`config.mk`:
```
export PLATFORM = sky130hd
export DESIGN_NAME = hazard_sb
export DESIGN_NICKNAME = d
export VERILOG_FILES = /design/src/rtl/hazard_sb.sv
export SDC_FILE = /design/constraint.sdc
export NUM_CORES = 1
export LEC_CHECK = 0
export BUFFER_PORTS_ARGS = -buffer_cell sky130_fd_sc_hd__clkbuf_2
export CORE_ASPECT_RATIO = 0.7
export CORE_UTILIZATION = 30
export DETAILED_ROUTE_END_ITERATION = 10
export PLACE_DENSITY = 0.69
export SETUP_SLACK_MARGIN = 0.1
export SLEW_MARGIN = 20
export SYNTH_ARGS = -nofsm -noshare
export SYNTH_HDL_FRONTEND = slang
export SYNTH_SLANG_ARGS = --single-unit
```
`constraint.sdc`:
```
create_clock -name clk -period 1.41 [get_ports clk]
set_input_delay 0.141 -clock clk [delete_from_list [all_inputs] [get_ports clk]]
set_output_delay 0.141 -clock clk [all_outputs]
set_load 0.005 [all_outputs]
```
`src/rtl/hazard_sb.sv`:
```
// hazard_sb: hazard unit for the dual-ISA (ARM/RISC-V) 5-stage pipeline.
//   Forwards from M and W, detects load-use hazards while ignoring x0,
//   and keeps a one-entry scoreboard for a multi-cycle MDU op with
//   programmable latency. It stalls on RAW, WAW and structural hazards
//   against that op. A taken redirect takes priority over any stall, and
//   ARM PC writes flush the pipeline.
// Optional feature macro: HAZARD_PERF_EN adds the saturating stall and
//   flush cycle counters.
// Ports:
//   clk, rst_n                  clock; asynchronous active-low reset
//   armD/E/M/W                  stage holds an ARM instruction (0 = RISC-V)
//   Rs1D, Rs2D, RdD, RegWriteD  D-stage sources, destination, write enable
//   MdOpD                       D-stage instruction is an MDU op
//   Rs1E, Rs2E, RdE, LoadE      E-stage sources, destination, load flag
//   RdM/RdW, RegWriteM/W        M/W destinations and write enables
//   MdStartE, MdLatE            MDU issue from E and its latency
//   PCSrcD/E/M/W, BranchTakenE  ARM PC-write and taken-branch flags
//   RVPCSrcE                    RISC-V branch/jump taken in E
//   StallF, StallD              hold the F / D pipeline registers
//   FlushD, FlushE              clear the D / E pipeline registers
//   ForwardAE, ForwardBE        00 regfile, 01 ResultW, 10 ALUOutM
//   MdBusy                      scoreboard entry valid
//   StallCycles, FlushCycles    perf counters (HAZARD_PERF_EN only)
module hazard_sb #(
  parameter int unsigned REGW = 5,
  parameter int unsigned LATW = 4,
  parameter int unsigned CNTW = 32
) (
  input  logic            clk,
  input  logic            rst_n,
  input  logic            armD,
  input  logic            armE,
  input  logic            armM,
  input  logic            armW,
  input  logic [REGW-1:0] Rs1D,
  input  logic [REGW-1:0] Rs2D,
  input  logic [REGW-1:0] RdD,
  input  logic            RegWriteD,
  input  logic            MdOpD,
  input  logic [REGW-1:0] Rs1E,
  input  logic [REGW-1:0] Rs2E,
  input  logic [REGW-1:0] RdE,
  input  logic            LoadE,
  input  logic [REGW-1:0] RdM,
  input  logic [REGW-1:0] RdW,
  input  logic            RegWriteM,
  input  logic            RegWriteW,
  input  logic            MdStartE,
  input  logic [LATW-1:0] MdLatE,
  input  logic            PCSrcD,
  input  logic            PCSrcE,
  input  logic            PCSrcM,
  input  logic            PCSrcW,
  input  logic            BranchTakenE,
  input  logic            RVPCSrcE,
  output logic            StallF,
  output logic            StallD,
  output logic            FlushD,
  output logic            FlushE,
  output logic [1:0]      ForwardAE,
  output logic [1:0]      ForwardBE,
`ifdef HAZARD_PERF_EN
  output logic [CNTW-1:0] StallCycles,
  output logic [CNTW-1:0] FlushCycles,
`endif
  output logic            MdBusy
);

  // RISC-V x0 is hardwired to zero, so it never creates a dependency.
  // ARM r0 is a real register and must still be compared.
  function automatic logic is_zero(input logic [REGW-1:0] r, input logic arm);
    return ~arm & (r == '0);
  endfunction

  function automatic logic [1:0] fwd_sel(input logic [REGW-1:0] rs);
    logic [1:0] sel;
    sel = 2'b00;
    if (!is_zero(rs, armE)) begin
      if (RegWriteM && (RdM == rs))      sel = 2'b10;
      else if (RegWriteW && (RdW == rs)) sel = 2'b01;
    end
    return sel;
  endfunction

  logic            md_busy_q, md_busy_d;
  logic [LATW-1:0] md_cnt_q,  md_cnt_d;
  logic [REGW-1:0] md_rd_q,   md_rd_d;

  logic ld_stall, md_stall, redirect, pc_wr_pend_f, h_stall;
  logic md_accept, md_last, md_raw, md_waw, md_struct;

  always_comb begin
    ForwardAE = fwd_sel(Rs1E);
    ForwardBE = fwd_sel(Rs2E);
  end

  // A load whose destination is x0 produces nothing to wait for.
  always_comb begin
    ld_stall = LoadE & ~is_zero(RdE, armE) &
               (((Rs1D == RdE) & ~is_zero(Rs1D, armD)) |
                ((Rs2D == RdE) & ~is_zero(Rs2D, armD)));
  end

  assign md_last   = (md_cnt_q == LATW'(1));
  assign md_accept = MdStartE & (MdLatE != '0) & (~md_busy_q | md_last);

  always_comb begin
    md_raw    = ((Rs1D == md_rd_q) & ~is_zero(Rs1D, armD)) |
                ((Rs2D == md_rd_q) & ~is_zero(Rs2D, armD));
    md_waw    = RegWriteD & (RdD == md_rd_q);
    md_struct = MdOpD & (md_cnt_q > LATW'(1));
    md_stall  = md_busy_q & (md_raw | md_waw | md_struct);
  end

  always_comb begin
    redirect     = (armE & BranchTakenE) | (~armE & RVPCSrcE);
    pc_wr_pend_f = (armD & PCSrcD) | (armE & PCSrcE) | (armM & PCSrcM);
    // A D instruction on the wrong path is flushed, so it must not be held.
    h_stall      = (ld_stall | md_stall) & ~redirect;
    StallD       = h_stall;
    StallF       = h_stall | pc_wr_pend_f;
    FlushE       = h_stall | redirect;
    FlushD       = pc_wr_pend_f | (armW & PCSrcW) | redirect;
  end

  // Scoreboard update. A new issue is accepted only when the entry is free
  // or in its final cycle. An issue while the entry is still busy is ignored.
  // A redirect leaves the entry alone because the MDU op is older.
  always_comb begin
    md_busy_d = md_busy_q;
    md_cnt_d  = md_cnt_q;
    md_rd_d   = md_rd_q;
    if (md_accept) begin
      md_busy_d = 1'b1;
      md_cnt_d  = MdLatE;
      md_rd_d   = RdE;
    end else if (md_busy_q) begin
      if (md_cnt_q != '0) md_cnt_d = md_cnt_q - LATW'(1);
      if (md_last)        md_busy_d = 1'b0;
    end
  end

  always_ff @(posedge clk or negedge rst_n) begin
    if (!rst_n) begin
      md_busy_q <= 1'b0;
      md_cnt_q  <= '0;
      md_rd_q   <= '0;
    end else begin
      md_busy_q <= md_busy_d;
      md_cnt_q  <= md_cnt_d;
      md_rd_q   <= md_rd_d;
    end
  end

  assign MdBusy = md_busy_q;

`ifdef HAZARD_PERF_EN
  logic [CNTW-1:0] stall_cnt_q, stall_cnt_d;
  logic [CNTW-1:0] flush_cnt_q, flush_cnt_d;

  always_comb begin
    stall_cnt_d = stall_cnt_q;
    flush_cnt_d = flush_cnt_q;
    if (StallD && (stall_cnt_q != '1))            stall_cnt_d = stall_cnt_q + CNTW'(1);
    if ((FlushD || FlushE) && (flush_cnt_q != '1)) flush_cnt_d = flush_cnt_q + CNTW'(1);
  end

  always_ff @(posedge clk or negedge rst_n) begin
    if (!rst_n) begin
      stall_cnt_q <= '0;
      flush_cnt_q <= '0;
    end else begin
      stall_cnt_q <= stall_cnt_d;
      flush_cnt_q <= flush_cnt_d;
    end
  end

  assign StallCycles = stall_cnt_q;
  assign FlushCycles = flush_cnt_q;
`else
  logic unused_cntw;
  assign unused_cntw = (CNTW == 0);
`endif

endmodule

```
# --- After elaboration in Yosys (flattened, before gate mapping) ---
# Cells that the tools add are included.
classes:
  addsub: 1
  mul: 0
  div: 0
  order_cmp: 1
  n_eq_ne: 10
  shift: 0
  mux: 12
  bitwise_logic: 43
  reduce_logical: 14
ops:
  columns: ["cell", "n"]
  rows:
  - ["$eq A5 B5 Y1", 9]
  - ["$logic_not A5 Y1", 5]
  - ["$and A1 B1 Y1", 23]
  - ["$or A1 B1 Y1", 13]
  - ["$mux W4", 3]
  - ["$mux W2", 4]
  - ["$reduce_bool A4 Y1", 2]
  - ["$not A1 Y1", 7]
  - ["$mux W1", 5]
  - ["$eq A4 B1 Y1 const B", 1]
  - ["$gt A4 B1 Y1 const B", 1]
  - ["$logic_and A1 B1 Y1", 4]
  - ["$reduce_bool A2 Y1", 2]
  - ["$sub A4 B1 Y4 const B", 1]
  - ["$reduce_and A2 Y1", 1]
totals:
  ff_bits: 10
  latchBits: 0
  mem_bits_rw: 0
  rom_bits: 0
  in_bits: 62
  output_inout_bits: 9
  wordCells: 84
  n_memories: 0

# --- Depth between registers and ports, before layout ---
# Gate-level depths: netlist of the first run.
logic_depth:
  depth_word: 11
  mapped_depth: 7

# --- Worst setup path after synthesis of the first run ---
# No wires, ideal clock.
synth_path:
  path_type: "register to register"
  startpoint: "register md_cnt_q[1]"
  endpoint: "register md_cnt_q[1]"
  setup_ns: 0.125
  arrival_time_ns: 1.387
  setup_slack_ns: -0.102
  stages_incl_launch_ff: 7
  n_path_buf: 1
  period_less_slack_ns: 1.512
  path_cell_list: "dfrtp_1 > inv_1 > ha_1 > nand2_1 > a21oi_1 > buf_2 > mux2_2"
synth_via:
  elab_chain_cells: 5
synth_rtl:
  columns: ["element", "line", "source"]
  rows:
  - ["start: declaration", "86", "logic [LATW-1:0] md_cnt_q, md_cnt_d;"]
  - ["start signal: assignment", "150", "md_cnt_q <= md_cnt_d;"]
  - ["parallel branches: the longest is 5 deep, another holds $sub A4 B1 Y4", null, null]
# Several ways; the timed one is not identified. The select of a mux whose other input is x is not followed.
# A chain may end at the register's enable or synchronous reset.

# --- Worst setup path in the final report of the first run ---
layout_path:
  startpoint: "register md_rd_q[2]"
  endpoint: "output port StallD"
layout_via:
  elab_chain_cells: 8
layout_rtl:
  columns: ["element", "line", "source"]
  rows:
  - ["start: declaration", "87", "logic [REGW-1:0] md_rd_q, md_rd_d;"]
  - ["start signal: assignment", "151", "md_rd_q <= md_rd_d;"]
  - ["$eq A5 B5 Y1, on equally long branches", "108, 109", null]
  - ["$and A1 B1 Y1, on equally long branches", "108, 109", null]
  - ["$or A1 B1 Y1", "108", "md_raw = ((Rs1D == md_rd_q) & ~is_zero(Rs1D, armD)) |"]
  - ["$or A1 B1 Y1 * (2 in a row)", "112", "md_stall = md_busy_q & (md_raw | md_waw | md_struct);"]
  - ["$and A1 B1 Y1 *", "112", null]
  - ["$or A1 B1 Y1 *", "119", "h_stall = (ld_stall | md_stall) & ~redirect;"]
  - ["$and A1 B1 Y1 *", "119", null]
  - ["end: declaration", "57", "output logic StallD,"]
# Every way passes the cells marked *; elsewhere a longest branch is shown, timed or not.

==> out/qor.csv, run 1 <==
stage;metric;value;unit
sta;rsz0062_at_grt;yes;
sta;finalSetupTns;-1.43;ns
power_and_ir_drop;p_int;0.00196;W
layout;finalNetCount;326;
power_and_ir_drop;ir_drop;1360;uV
critical_path;crit_chain;xor2_1 > nor4_2 > buf_4 > a32o_2 > o211ai_2 > nand2_1 > clkbuf_2;
layout;num_antenna_cells;0;
critical_path;cp-end-kind;output port;
power_and_ir_drop;clkPwrFrac;0.117;
global_routing;busiest_layer;met2;
synth;yosysSeqAreaShare;0.209;
global_routing;grt_pass1_wl;6660;um
sta;fin_skew;0.00121;ns
drt;route.detailed.vias_per_inst;4.80;
floorplanning;rows;18;
sta;period_share;1.31;
run;cap_viol_max_count;0;
clocking;h-tree-depth;1;
power_and_ir_drop;p_seq_frac;0.181;
global_routing;grt-ovfl-total;0;
sta;finalSetupViolCount;8;
floorplanning;die_w;77.4;um
power_and_ir_drop;p_sw_frac;0.369;
synth;ys_warn_count;0;
global_routing;grt_antenna_before_repair;0;
critical_path;cpLargestDelayFamily;flip-flops;
clocking;root_buffer;clkbuf_8;
global_routing;grtUsageMet3;0.0383;
global_routing;grt_pass1_vias;1440;
critical_path;path_max_fanout;2;
power_and_ir_drop;p_leak;1.09;nW
layout;final_util;0.622;
synth;synthTopCellsByArea;xnor2_1, dfrtp_1, xor2_1;
power_and_ir_drop;power_frac_comb;0.702;
sta;tightest_slew;0.407;ns
global_routing;use_met1;0.271;
sta;worst_slack;-0.438;ns
drt;dr.first_iter.drc_count;77;
layout;multi_input_area;0.00107;sq mm
sta;slew_headroom;0.729;
sta;finalHoldViolations;0;
placement;place.gp.congestion;0.830;
critical_path;slowest_delay;0.40;ns
floorplanning;initial_core_util;0.325;
critical_path;crit_path_top_delay_cell;dfrtp_1;
clocking;cts_tree;yes;
sta;drv_slew;0;
global_routing;gr-usage-all-layers;0.209;
layout;n_fill_cell;314;
placement;port_buffers;70;
floorplanning;coreArea;0.00367;sq mm
sta;max_freq;0.541;GHz
critical_path;cp.required;1.27;ns
layout;syn2layout_area_growth;91.1;%
synth;async_flop_share;1.00;
clocking;cts_made_buffers;3;
synth;syn_area;0.00119;sq mm
synth;ys_seq_elements;10;
drt;routedWlPerCell;14.6;um
global_routing;grt_max_degree;11;
synth;syn_avg_cell_area;8.92;sq um
floorplanning;die_h;54.8;um
global_routing;use_met2;0.370;
synth;syn-num-nets;199;
power_and_ir_drop;switchingPower;0.00115;W
outcome;outcome;finished with violations;
clocking;clk_pin_slew;0.05;ns
clocking;clock_sinks;10;
critical_path;path_class;reg -> out;
synth;netlist.area_leader.share;0.257;
clocking;clk_latency;0.23;ns
placement;place_hpwl;3500;um
hold_path;hp-class;in -> reg;
synth;synth_top_area_cell;xnor2_1;
layout;regArea;250;sq um
sta;layout_min_cycle_time;1.85;ns
synth;synth_ff_type;dfrtp_1;
critical_path;worstPathArrival;1.71;ns
layout;layout-drive-gt1-share;0.623;
drt;wl;4520;um
drt;dr.pass1.iters;4;
critical_path;cp-start-kind;flop;
floorplanning;dieArea;0.00424;sq mm
drt;drc;0;
floorplanning;io_pins;71;
synth;syn_inst;134;
drt;ant_nets;0;
clocking;clockBufferDepth;2;
synth;ys_types;28;
synth;synth_edf_count;0;
outcome;violations;setup timing;
power_and_ir_drop;power_density;1360;mW/mm^2
critical_path;path_buf_inv;2;
drt;vias;1489;
-- path summary, 6_finish.rpt --
path | start | to | slack (ns) | cells past startpoint
max | md_rd_q[2] | StallD | -0.44 | 7
min | MdLatE[2] | md_cnt_q[2] | 0.13 | 3
max reg2reg | md_cnt_q[0] | md_cnt_q[3] | -0.10 | 6
min reg2reg | md_rd_q[0] | md_rd_q[0] | 0.64 | 1
max in group asynchronous | rst_n | md_rd_q[4] | 0.83 | 2
min in group asynchronous | rst_n | md_cnt_q[0] | 0.36 | 2
-- per-layer routing --
layer,vias up,routed length (um),part of all wire
met5,-,0,0
met4,0,70,0.015
met3,8,232,0.051
met2,39,2210,0.49
met1,706,2010,0.45
li1,736,-,-
-- registers in the layout, indices dropped and copies added (netlist names) --
name      cells
md_rd_q       5
md_cnt_q      4
MdBusy        1
-- timing repair --
action,4_1_cts,5_1_grt
gates cloned,0,0
endpoints found under the hold margin,10,0
pin swaps,14,13
resized for setup,27,21
hold buffers,1,0
endpoints found under the setup margin,16,16
buffers inserted,2,6
-- placed cells by master, fill, tap and decap left out, types with 2 or more instances in the layout --
master and count:
or4_4 4, dfrtp_1 10, xor2_1 13, or2_2 3, nand4_1 2, and4_1 2, xnor2_2 2, buf_4 41
xnor2_1 33, nand2_1 7, nor3_4 2, clkbuf_8 4, nand3_1 8, mux2_4 6, inv_2 2, o211ai_2 3
mux2_2 2, nor4_1 2, buf_6 14, o211ai_1 3, inv_1 2, o21ai_1 3, nor2_1 4, buf_2 3
clkbuf_2 63
-- worst min-delay path, delay by kind of cell --
family | cells | cell delay, ns
AO/OA/AOI/OAI | 1 | 0.05
buffers and inverters | 1 | 0.09
AND/OR/NAND/NOR | 1 | 0.05
-- kinds of logic after synthesis --
group                      synth area share
AOI/OAI and AO/OA                     0.130
xor gates and xnor gates              0.352
and+or+nand+nor                       0.185
adders and majority gates            0.0314
muxes                                0.0754
DFF                                   0.209
buffers and inverters                0.0167
-- stage by stage --
stage	std cells	hold slack, ns	worst slack, ns	cell area (sq um)	total power (W)
final	310	0.135	-0.438	2280	0.00311
after global placement	297	0.0213	-0.198	1960	0.00211
after floorplan	134	-0.155	-0.0217	1210	0.00142
after detailed placement	297	0.0221	-0.198	1960	0.00214
after CTS	304	0.134	-0.449	2150	0.00288
after global routing	310	0.129	-0.548	2280	0.00332
-- Yosys cell counts, types with 2 or more instances --
cell type  instances
inv_1              4
dfrtp_1           10
o22ai_1            2
mux2_1             4
or2_2              3
o211ai_2           3
nand2_1            8
xnor2_1           35
a21oi_1            2
xor2_1            13
nor2_1             6
nand3_1            8
ha_1               3
nor4_1             4
mux2_2             4
o211ai_1           3
nand4_1            2
or4_4              2
and4_1             2
or4_1              3
nor3_1             2
o21ai_0            5
-- layout make-up --
cell class,instances,share of cell area
Sequential cell,10,0.110
Tap cell,50,0.0274
Inverter,4,0.00658
Multi-Input combinational cell,119,0.471
Clock buffer,4,0.0241
Timing Repair Buffer,123,0.362
-- power groups by stage --
stage	Sequential (W)	Combinational, W	Clock [W]
final	0.000563	0.00218	0.000363
after global routing	0.000585	0.00234	0.000402
after CTS	0.000565	0.00194	0.000374
after detailed placement	0.000560	0.00158	0
after global placement	0.000555	0.00155	0
after floorplan	0.000594	0.000827	0
(Power assumes the default switching activity.)
==> run 2, diff against run 1 <==
--- a/config.mk
+++ b/config.mk
@@ -6,11 +6,13 @@
 export NUM_CORES = 1
 export LEC_CHECK = 0
 export BUFFER_PORTS_ARGS = -buffer_cell sky130_fd_sc_hd__clkbuf_2
+export CELL_PAD_IN_SITES_DETAIL_PLACEMENT = 2
+export CELL_PAD_IN_SITES_GLOBAL_PLACEMENT = 2
 export CORE_ASPECT_RATIO = 0.7
-export CORE_UTILIZATION = 30
+export CORE_UTILIZATION = 21
 export DETAILED_ROUTE_END_ITERATION = 10
-export PLACE_DENSITY = 0.69
-export SETUP_SLACK_MARGIN = 0.1
+export PLACE_DENSITY = 0.84
+export SETUP_SLACK_MARGIN = 0.15
 export SLEW_MARGIN = 20
 export SYNTH_ARGS = -nofsm -noshare
 export SYNTH_HDL_FRONTEND = slang
==> out/qor.csv, run 2 (synthesis gave the netlist of run 1 again) <==
stage;metric;value;unit;change
outcome;outcome;finished with violations;;
outcome;violations;setup timing;;
layout;final_cell_mix;clkbuf_2, buf_4, xnor2_1;;
run;cap_viol_max_count;0;;unchanged
floorplanning;die_w;92.2;um;+19%
floorplanning;rows;22;;+4
clocking;cts_made_buffers;3;;unchanged
clocking;clk_pin_slew;0.06;ns;about the same
drt;vias;1686;;+13%
layout;mostFrequentLayoutCell;clkbuf_2;;
layout;layout-drive-gt1-share;0.667;;+0.0436
placement;place_hpwl;5160;um;+47%
sta;fin_skew;0.00677;ns;+0.00556 ns
critical_path;path_class;reg -> out;;
sta;hold_ws;0.149;ns;+0.0139 ns
clocking;clockBufferDepth;2;;unchanged
drt;dr.pass1.iters;4;;unchanged
clocking;root_buffer;clkbuf_8;;
power_and_ir_drop;power_density;1500;mW/mm^2;+10%
power_and_ir_drop;p_total;0.00363;W;+17%
drt;route.detailed.vias_per_inst;5.02;;+4.5%
floorplanning;dieArea;0.00600;sq mm;+41%
sta;finalSetupViolCount;15;;+7
power_and_ir_drop;ir_drop;650;uV;-52%
floorplanning;initial_core_util;0.223;;-0.103
global_routing;grt_antenna_before_repair;0;;unchanged
critical_path;cp-start-kind;flop;;
sta;worst_slack;-0.554;ns;-0.115 ns
critical_path;worstPathArrival;1.82;ns;+0.11 ns
critical_path;crit_chain;buf_4 > xnor2_1 > o211ai_2 > o22ai_2 > o211ai_2 > nand3_2 > clkbuf_2;;
global_routing;grt-ovfl-total;0;;unchanged
global_routing;grt_pass1_vias;1882;;+31%
floorplanning;die_h;65.1;um;+19%
sta;period_share;1.39;;+0.0818
placement;place.gp.congestion;0.806;;-2.9%
floorplanning;io_pins;71;;unchanged
floorplanning;coreArea;0.00537;sq mm;+46%
global_routing;gr-usage-all-layers;0.269;;+0.0603
sta;layout_min_cycle_time;1.96;ns;+0.115 ns
layout;layout.cells.non_filler;336;;+8.4%
drt;dr.first_iter.drc_count;59;;-23%
sta;tightest_slew;0.436;ns;+0.0298 ns
critical_path;cp.required;1.27;ns;about the same
critical_path;slowest_delay;0.40;ns;about the same
sta;rsz0062_at_grt;yes;;
placement;dp.cells;321;;+8.1%
clocking;h-tree-depth;1;;unchanged
critical_path;crit_path_top_delay_cell;dfrtp_1;;
global_routing;grt_max_degree;11;;unchanged
clocking;clk_latency;0.25;ns;+0.02 ns
power_and_ir_drop;p_leak;1.13;nW;+3.7%
critical_path;crit_top_cell;o211ai_2;;
layout;finalNetCount;330;;+1.2%
drt;ant_nets;0;;unchanged
sta;finalHoldViolations;0;;unchanged
placement;port_buffers;70;;unchanged
layout;finalInstanceArea;0.00242;sq mm;+6.0%
clocking;clock_sinks;10;;unchanged
layout;syn2layout_area_growth;103;%;
critical_path;path_max_fanout;3;;+1
placement;place_ws;-0.273;ns;-0.0757 ns
sta;max_freq;0.509;GHz;-5.9%
critical_path;cp-end-kind;output port;;
layout;num_antenna_cells;0;;unchanged
sta;slew_headroom;0.705;;-0.0237
layout;largest_register_ffs;5;;unchanged
drt;wl;8460;um;+87%
drt;drc;0;;unchanged
global_routing;grt_pass1_wl;11600;um;+75%
hold_path;hp-class;in -> reg;;
drt;routedWlPerCell;25.2;um;+72%
placement;placed_area;0.00199;sq mm;+1.5%
sta;drv_slew;0;;unchanged
clocking;cts_tree;yes;;
layout;regMostFlops;md_rd_q;;
run 2: final timing paths:
path	cells past startpoint	end	start	slack [ns]
min in group asynchronous	2	md_rd_q[4]	rst_n	0.32
worst max-delay path	7	StallF	md_rd_q[1]	-0.55
worst max register to register	8	md_cnt_q[3]	md_cnt_q[1]	-0.34
worst min-delay path	3	md_cnt_q[0]	MdLatE[0]	0.15
max in group asynchronous	2	md_cnt_q[0]	rst_n	0.81
worst min register to register	2	md_rd_q[2]	md_rd_q[2]	0.67
run 2: what timing repair did:
action	4_1_cts	5_1_grt
pin swaps	13	10
hold buffers	1	0
buffers inserted	6	4
gates resized for setup	37	33
endpoints found under the setup margin	16	17
endpoints found under the hold margin	10	0
run 2: through the flow:
stage / setup TNS, ns / util
after floorplan: -0.0254 / -
after global placement: -1.26 / 0.371
after detailed placement: -2.27 / 0.371
after CTS: -2.09 / 0.419
after global routing: -4.18 / 0.451
final: -3.22 / 0.451
run 2: cell type report:
class	count	area, sq um
Fill cell	607	2950
Multi-Input combinational cell	119	1160
Timing Repair Buffer	127	846
Sequential cell	10	251
Tap cell	72	90.1
Clock buffer	4	55.1
Inverter	4	17.5
run 2: worst max-delay path: cells and delay by family (launching register included):
family	cells	cell delay (ns)
buffers and inverters	2	0.28
and+or+nand+nor	1	0.09
DFF	1	0.40
AOI/OAI and AO/OA	3	0.56
xor gates and xnor gates	1	0.23
run 2: routing by layer:
layer | part of all wire | up-vias | global-route usage
met3 | 0.053 | 25 | 0.0382
met1 | 0.43 | 848 | 0.345
met5 | 0 | - | 0
met2 | 0.48 | 72 | 0.472
li1 | - | 741 | -
met4 | 0.032 | 0 | 0.0820
run 2: power by group:
part | switching [W] | internal [W] | leakage [nW] | total (W)
logic | 0.00121 | 0.00140 | 0.984 | 0.00261
clock network | 0.000145 | 0.000248 | 0.0288 | 0.000393
registers | 0.000193 | 0.000440 | 0.115 | 0.000633
